===== src/rtl/alu_arb_pkg.sv =====
// alu_arb_pkg: opcodes and FSM state encoding shared by the ALU arbiter
package alu_arb_pkg;
  localparam logic [2:0] OP_AND = 3'b000;
  localparam logic [2:0] OP_OR  = 3'b001;
  localparam logic [2:0] OP_ADD = 3'b010;
  localparam logic [2:0] OP_SUB = 3'b110;
  localparam logic [2:0] OP_SLT = 3'b111;
  typedef enum logic [1:0] {IDLE, EXEC, RESP} state_t;
endpackage


===== src/rtl/alu_arbiter_if.sv =====
// alu_arbiter_if: two requester channels plus the tagged response channel
interface alu_arbiter_if #(parameter int WIDTH = 32);
  logic             req0_valid, req0_ready, req1_valid, req1_ready;
  logic [2:0]       req0_op, req1_op;
  logic [WIDTH-1:0] req0_a, req0_b, req1_a, req1_b;
  logic             rsp_valid, rsp_ready, rsp_id, rsp_zero;
  logic [WIDTH-1:0] rsp_result;
  modport master (
    output req0_valid, req0_op, req0_a, req0_b, req1_valid, req1_op, req1_a, req1_b, rsp_ready,
    input  req0_ready, req1_ready, rsp_valid, rsp_id, rsp_result, rsp_zero
  );
  modport slave (
    input  req0_valid, req0_op, req0_a, req0_b, req1_valid, req1_op, req1_a, req1_b, rsp_ready,
    output req0_ready, req1_ready, rsp_valid, rsp_id, rsp_result, rsp_zero
  );
endinterface


===== src/rtl/alu_core_32.sv =====
// alu_core_32: combinational AND/OR/ADD/SUB/signed-SLT unit
module alu_core_32 import alu_arb_pkg::*; #(parameter int WIDTH = 32) (
  input  logic [2:0]       op,
  input  logic [WIDTH-1:0] a,
  input  logic [WIDTH-1:0] b,
  output logic [WIDTH-1:0] result,
  output logic             zero
);
  logic [WIDTH-1:0] diff;
  logic             lt;
  always_comb begin
    diff = a - b;
    // differing signs decide directly, so a wrapped difference never misleads
    lt = (a[WIDTH-1] != b[WIDTH-1]) ? a[WIDTH-1] : diff[WIDTH-1];
    result = (op == OP_AND) ? (a & b) :
             (op == OP_OR)  ? (a | b) :
             (op == OP_ADD) ? (a + b) :
             (op == OP_SUB) ? diff :
             (op == OP_SLT) ? {{(WIDTH-1){1'b0}}, lt} : '0;
    zero = (result == '0);
  end
endmodule


===== src/rtl/alu_arbiter.sv =====
// alu_arbiter: round-robin sharing of one ALU between two requesters,
// with a registered, id-tagged response channel
module alu_arbiter import alu_arb_pkg::*; #(parameter int WIDTH = 32) (
  input logic         clk,
  input logic         rst,
  alu_arbiter_if.slave bus
);
  state_t           state_q, state_d;
  logic             last_q, last_d, id_q, id_d, rid_q, rid_d, zero_q, zero_d;
  logic [2:0]       op_q, op_d;
  logic [WIDTH-1:0] a_q, a_d, b_q, b_d, res_q, res_d, alu_res;
  logic             alu_zero, idle, gnt0, gnt1, take, load;
  alu_core_32 #(.WIDTH(WIDTH)) u_alu (
    .op(op_q), .a(a_q), .b(b_q), .result(alu_res), .zero(alu_zero)
  );
  always_comb begin
    idle  = (state_q == IDLE);
    // on a tie, the requester that was not granted last time wins
    gnt1  = bus.req1_valid & (~bus.req0_valid | ~last_q);
    gnt0  = bus.req0_valid & ~gnt1;
    take  = idle & (gnt0 | gnt1);
    load  = (state_q == EXEC);
    state_d = idle ? (take ? EXEC : IDLE) : load ? RESP : (bus.rsp_ready ? IDLE : RESP);
    last_d  = take ? gnt1 : last_q;
    id_d    = take ? gnt1 : id_q;
    op_d    = take ? (gnt1 ? bus.req1_op : bus.req0_op) : op_q;
    a_d     = take ? (gnt1 ? bus.req1_a : bus.req0_a) : a_q;
    b_d     = take ? (gnt1 ? bus.req1_b : bus.req0_b) : b_q;
    res_d   = load ? alu_res : res_q;
    zero_d  = load ? alu_zero : zero_q;
    rid_d   = load ? id_q : rid_q;
  end
  always_ff @(posedge clk or posedge rst) begin
    if (rst) begin
      state_q <= IDLE;
      last_q  <= 1'b1;
      id_q    <= 1'b0;
      op_q    <= '0;
      a_q     <= '0;
      b_q     <= '0;
      res_q   <= '0;
      zero_q  <= 1'b0;
      rid_q   <= 1'b0;
    end else begin
      state_q <= state_d;
      last_q  <= last_d;
      id_q    <= id_d;
      op_q    <= op_d;
      a_q     <= a_d;
      b_q     <= b_d;
      res_q   <= res_d;
      zero_q  <= zero_d;
      rid_q   <= rid_d;
    end
  end
  assign bus.req0_ready = idle & gnt0;
  assign bus.req1_ready = idle & gnt1;
  assign bus.rsp_valid  = (state_q == RESP);
  assign bus.rsp_result = res_q;
  assign bus.rsp_zero   = zero_q;
  assign bus.rsp_id     = rid_q;
endmodule


===== src/flat_wrapper.sv =====
// flat-port wrapper written by rule: the top's interface ports become plain ports
module alu_arbiter_flat import alu_arb_pkg::*;
#(parameter int WIDTH = 32)
  (clk, rst, bus_req0_valid, bus_req0_op, bus_req0_a, bus_req0_b, bus_req1_valid, bus_req1_op, bus_req1_a, bus_req1_b, bus_rsp_ready, bus_req0_ready, bus_req1_ready, bus_rsp_valid, bus_rsp_id, bus_rsp_result, bus_rsp_zero);
  alu_arbiter_if #(.WIDTH(WIDTH)) bus_i ();
  input logic clk;
  input logic rst;
  input wire logic [$bits(bus_i.req0_valid)-1:0] bus_req0_valid;
  input wire logic [$bits(bus_i.req0_op)-1:0] bus_req0_op;
  input wire logic [$bits(bus_i.req0_a)-1:0] bus_req0_a;
  input wire logic [$bits(bus_i.req0_b)-1:0] bus_req0_b;
  input wire logic [$bits(bus_i.req1_valid)-1:0] bus_req1_valid;
  input wire logic [$bits(bus_i.req1_op)-1:0] bus_req1_op;
  input wire logic [$bits(bus_i.req1_a)-1:0] bus_req1_a;
  input wire logic [$bits(bus_i.req1_b)-1:0] bus_req1_b;
  input wire logic [$bits(bus_i.rsp_ready)-1:0] bus_rsp_ready;
  output wire logic [$bits(bus_i.req0_ready)-1:0] bus_req0_ready;
  output wire logic [$bits(bus_i.req1_ready)-1:0] bus_req1_ready;
  output wire logic [$bits(bus_i.rsp_valid)-1:0] bus_rsp_valid;
  output wire logic [$bits(bus_i.rsp_id)-1:0] bus_rsp_id;
  output wire logic [$bits(bus_i.rsp_result)-1:0] bus_rsp_result;
  output wire logic [$bits(bus_i.rsp_zero)-1:0] bus_rsp_zero;
  assign bus_i.req0_valid = bus_req0_valid;
  assign bus_i.req0_op = bus_req0_op;
  assign bus_i.req0_a = bus_req0_a;
  assign bus_i.req0_b = bus_req0_b;
  assign bus_i.req1_valid = bus_req1_valid;
  assign bus_i.req1_op = bus_req1_op;
  assign bus_i.req1_a = bus_req1_a;
  assign bus_i.req1_b = bus_req1_b;
  assign bus_i.rsp_ready = bus_rsp_ready;
  assign bus_req0_ready = bus_i.req0_ready;
  assign bus_req1_ready = bus_i.req1_ready;
  assign bus_rsp_valid = bus_i.rsp_valid;
  assign bus_rsp_id = bus_i.rsp_id;
  assign bus_rsp_result = bus_i.rsp_result;
  assign bus_rsp_zero = bus_i.rsp_zero;
  alu_arbiter #(.WIDTH(WIDTH)) u_core (.clk(clk), .rst(rst), .bus(bus_i));
endmodule

===== config.mk =====
export PLATFORM = sky130hd
export DESIGN_NAME = alu_arbiter_flat
export DESIGN_NICKNAME = d
export VERILOG_FILES = /design/src/rtl/alu_arb_pkg.sv /design/src/rtl/alu_arbiter_if.sv /design/src/rtl/alu_core_32.sv /design/src/rtl/alu_arbiter.sv /design/src/flat_wrapper.sv
export SDC_FILE = /design/constraint.sdc
export NUM_CORES = 1
export LEC_CHECK = 0
export BUFFER_PORTS_ARGS = -buffer_cell sky130_fd_sc_hd__buf_2
export CAP_MARGIN = 40
export CORE_ASPECT_RATIO = 0.75
export CORE_UTILIZATION = 40
export CTS_CLUSTER_SIZE = 14
export DETAILED_ROUTE_END_ITERATION = 8
export SLEW_MARGIN = 10
export SYNTH_ARGS = -nofsm -noshare
export SYNTH_HDL_FRONTEND = slang
export SYNTH_SLANG_ARGS = --single-unit

===== constraint.sdc =====
create_clock -name clk -period 4.6 [get_ports clk]
set_clock_uncertainty 0.2 [all_clocks]
set_input_delay 0.23 -clock clk [delete_from_list [all_inputs] [get_ports clk]]
set_output_delay 0.23 -clock clk [all_outputs]
set_load 0.01 [all_outputs]

==> results.rst <==
.. list-table::
   :header-rows: 1

   * - Metric
     - Value
   * - Result of the run
     - finished, violations left
   * - Violated checks
     - negative setup slack
   * - Die outline width
     - 182.3 µm
   * - Worst min path class
     - input port to flop
   * - Overall overflow remaining after global route
     - 0
   * - Mux share of post-synthesis cell area
     - 0.09250
   * - Design internal power
     - 5.717 mW
   * - LEAKAGE
     - 6.605 nW
   * - Required time of the worst setup path
     - 4.68 ns
   * - Fill cell total of the finished layout
     - 2230
   * - Placer Congestion
     - 0.9626
   * - Routed Wire Length
     - 34960 µm
   * - Largest delay share family, worst path
     - simple AND/OR/NAND/NOR gates
   * - Number of setup violations in the final report
     - 1
   * - EDFF count, synth
     - 0
   * - Die footprint
     - roughly 25000 µm²
   * - Max stage delay cell, worst path
     - dfrtp_1
   * - Critical setup path kind
     - flop to flop
   * - Inserted Clock Buffers
     - 9
   * - Global router's overall resource usage
     - 0.2854
   * - Site row count
     - 49
   * - Effective utilization at floorplan
     - 0.4069
   * - Per-instance average area after synthesis
     - 7.790 µm²
   * - Max cap viols
     - 0
   * - Max incr delay on CP
     - 0.39 ns
   * - Layout Utilization
     - 0.5688
   * - Clock Sink Count
     - roughly 110
   * - Antenna violations before repair
     - 0
   * - Post-synthesis cell count
     - 1252
   * - Buffer levels on the longest clock path
     - 2
   * - Final max-slew violation count
     - 0
   * - Combinational family with the most area after synthesis
     - compound AO/OA/AOI/OAI gates
   * - Sw Ratio
     - 0.5270
   * - Final cycle utilization of the critical path
     - 1.013
   * - Worst Path Max Fanout
     - 2
   * - Sort of element at the end of the critical path
     - flop
   * - Actual transition at the worst max-transition pin
     - 0.7305 ns
   * - Largest net degree at the start of global routing
     - 64
   * - Placed cell area
     - 11880 µm²
   * - Area delta synth->final
     - 39.81%
   * - DRC Markers
     - 0
   * - Final antenna diode count
     - 0
   * - Arrival time worst endpoint
     - 4.74 ns
   * - Power, Total
     - 12.09 mW
   * - Clock insertion delay at the later pin of the skew report
     - between 0.3 and 0.4 ns
   * - Final WS setup
     - -0.05877 ns
   * - HPWL after DPL
     - 26390 µm
   * - Port Buffers
     - 175
   * - H-tree lvl count
     - 3
   * - Routed via count
     - roughly 11000
   * - Worst IR drop on VDD
     - between 200 and 300 µV
   * - Worst hold path cell count
     - 3
   * - FF-to-FF Start
     - u_core.b_q[2]$_DFFE_PP0P_
   * - Critical-path cell list
     - inv_2 -> ha_4 -> or2b_1 -> o311ai_4 -> a211oi_4 -> o21ai_2 -> o311ai_2 -> buf_4 -> o21ai_2 -> a21oi_2 -> nor2_1 -> o21bai_1 -> a21oi_2 -> fa_2 -> nand3_2 -> o21ai_1 -> nand2_1 -> and4_1 -> and4_1 -> and3_1 -> nand4_1 -> nor4_4 -> nand4_1 -> o31ai_1
   * - Register-to-register setup slack
     - -0.06 ns
   * - Area taken by flip-flops and latches
     - 2630 µm²
   * - Nets@finish
     - approximately 1900
   * - Root Buffer Master
     - clkbuf_16
   * - Vias in the first global route
     - 10160
   * - Top-level I/O count
     - 176
   * - Clock power share
     - 0.069
   * - Post-Synth XOR/XNOR Area
     - 0.01527
   * - Main synth FF type
     - dfrtp_1
   * - Normalized max-slew margin
     - 0.5130
   * - Leading cell type in the layout, fill and taps excluded
     - buf_2
   * - Startpoint of the tightest hold check path
     - bus_req0_b[5]
   * - Worst setup SP type
     - flop
   * - Adder-cell share of the synthesized area
     - 0.1280
   * - Non-filler instance count after layout
     - 1975
   * - Net count of the mapped netlist
     - 1489
   * - Setup repair after global routing missed its margin
     - yes
   * - Cells on worst reg2reg path
     - 24
   * - Cell count after placement
     - 1828
   * - Peak Freq
     - between 0.2 and 0.25 GHz
   * - Part of the Yosys area used for sequential elements
     - 0.2695
   * - Average vias per placed instance
     - about 5.4
   * - DP Worst Slack
     - -0.4173 ns
   * - Layout cells sized above 1
     - 0.2330
   * - Final design instance area without fill
     - 13640 µm²
   * - Total negative slack
     - -0.05877 ns
   * - Y dimension of the die
     - 137.2 µm
   * - Share of power burned in registers
     - 0.140
   * - Hold Worst Slack
     - 0.003528 ns
   * - Final antenna-violating net count
     - 0
   * - Area taken by multi-input logic gates
     - 6548 µm²
   * - Count of TritonRoute iterations in the first routing pass
     - 5
   * - Async set or reset register ratio after synthesis
     - 1.000
   * - Area of the core region
     - 23970 µm²
   * - Total number of yosys warnings
     - 0
   * - Clock edge transition at the registers on the reported setup and hold paths
     - roughly 0.07 ns
   * - Count of endpoints failing hold in the final timing report
     - 0
   * - Combinational cell fraction of total power
     - 0.790
   * - Count of buffer and inverter cells on the critical path
     - 2
   * - First-pass GRT wire length
     - approximately 55000 µm
   * - Area fraction in and, or, nand and nor cells after synthesis
     - 0.1806
   * - Period minus WS final
     - 4.659 ns
   * - Worst r2r dst
     - u_core.bus.rsp_zero$_DFFE_PP0N_
   * - Routed length per placed instance
     - roughly 18 µm
   * - Sink of the worst hold path
     - u_core.b_q[5]$_DFFE_PP0P_
   * - Number of violations reported at the end of detailed-routing iteration 0
     - between 700 and 800
   * - Leading cell types in the layout, fill and taps excluded
     - 175 x buf_2, 152 x nor2_1, 150 x buf_4
   * - Synth Area in Compound Gates
     - 0.2387
   * - TritonCTS clock tree
     - built
   * - #FFs+latches synth
     - 105
   * - Power spent charging and discharging nets
     - 6.371 mW
   * - Power per Cell Area
     - 886.5 nW/µm²
   * - Count of cell types in the netlist
     - 82
   * - Post-synthesis instance area
     - 9753 µm²
==> worst max path at each step <==
stage | startpoint | endpoint | slack, ns | depth (start not counted)
after global routing | u_core.b_q[2]$_DFFE_PP0P_ | u_core.bus.rsp_zero$_DFFE_PP0N_ | -0.34 | 24
after global placement | u_core.b_q[2]$_DFFE_PP0P_ | u_core.bus.rsp_zero$_DFFE_PP0N_ | -0.22 | 24
final | u_core.b_q[2]$_DFFE_PP0P_ | u_core.bus.rsp_zero$_DFFE_PP0N_ | -0.06 | 24
after floorplan | u_core.b_q[6]$_DFFE_PP0P_ | u_core.bus.rsp_zero$_DFFE_PP0N_ | 0.20 | 24
after detailed placement | u_core.b_q[1]$_DFFE_PP0P_ | u_core.bus.rsp_zero$_DFFE_PP0N_ | -0.42 | 24
after CTS | u_core.a_q[2]$_DFFE_PP0P_ | u_core.bus.rsp_zero$_DFFE_PP0N_ | -0.22 | 24
==> layer usage <==
layer	part of all wire	GRT usage
met1	0.47	0.3981
met2	0.44	0.4549
met3	0.072	0.05578
met4	0.018	0.06723
met5	0	0
==> layout make-up <==
cell class	instances	share of cell area
clock buffer	11	0.01854
clock inverter	5	0.004496
inverter	111	0.03074
multi-input combinational	959	0.4802
sequential	105	0.1929
tap	331	0.03037
timing repair buffer	453	0.2428
==> registers in the layout (all words and copies together), names as in the netlist <==
| register | flops |
|---|---|
| u_core.a_q | 32 |
| u_core.id_q | 1 |
| u_core.bus.rsp_zero | 1 |
| u_core.op_q | 3 |
| u_core.last_q | 1 |
| u_core.b_q | 32 |
| u_core.bus.rsp_result | 32 |
| u_core.bus.rsp_id | 1 |
| u_core.state_q | 2 |
==> power by group through the flow <==
stage | sequential (mW) | combinational [mW] | clock [mW]
floorplan | 1.73 | 5.49 | 0
global placement | 1.70 | 8.90 | 0
detailed placement | 1.71 | 8.91 | 0
CTS | 1.70 | 9.25 | 0.858
global route | 1.76 | 10.4 | 0.889
finish | 1.70 | 9.55 | 0.839
==> cells in the mapped netlist, types with 9 or more instances <==
master	n	share of area
buf_1	16	0.0062
nor4_1	12	0.0077
mux2i_1	89	0.091
nor2_1	154	0.059
o31ai_1	15	0.012
a21oi_1	145	0.074
buf_2	13	0.0067
nor3_1	27	0.014
nand4_1	16	0.010
nand3_1	14	0.0072
clkbuf_1	45	0.017
xnor2_1	15	0.013
nor2b_1	9	0.0058
nand2b_1	9	0.0058
dfrtp_1	104	0.27
a21o_1	10	0.0077
nand2_1	111	0.043
o21ai_0	52	0.027
o21ai_1	14	0.0072
a211oi_1	14	0.011
ha_1	95	0.12
a31oi_1	19	0.012
inv_1	105	0.040
==> worst register-to-register path, cell delays in order (launching register included) <==
cell and delay, ns:
dfrtp_1 0.39, inv_2 0.11, ha_4 0.21, or2b_1 0.21, o311ai_4 0.14, a211oi_4 0.30, o21ai_2 0.13, o311ai_2 0.23
buf_4 0.16, o21ai_2 0.05, a21oi_2 0.18, nor2_1 0.06, o21bai_1 0.15, a21oi_2 0.08, fa_2 0.34, nand3_2 0.07
o21ai_1 0.06, nand2_1 0.09, and4_1 0.19, and4_1 0.19, and3_1 0.14, nand4_1 0.16, nor4_4 0.34, nand4_1 0.14
o31ai_1 0.24
==> kinds of logic (layout without fill, tap and decap cells) <==
logic type,count (synthesis),count (layout)
fa+ha+maj,98,98
xor+xnor,17,17
simple gates,389,389
flops,105,105
mux,90,90
compound gates,365,365
buf+inv,188,580
==> timing repair <==
action / in CTS / in global routing
hold buffers: 126 / 0
pin swaps: 14 / 13
gates resized for setup: 14 / 15
endpoints found under the setup margin: 1 / 1
hold endpoints to repair: 169 / 0
buffers inserted: 4 / 1
(Power assumes the default switching activity.)
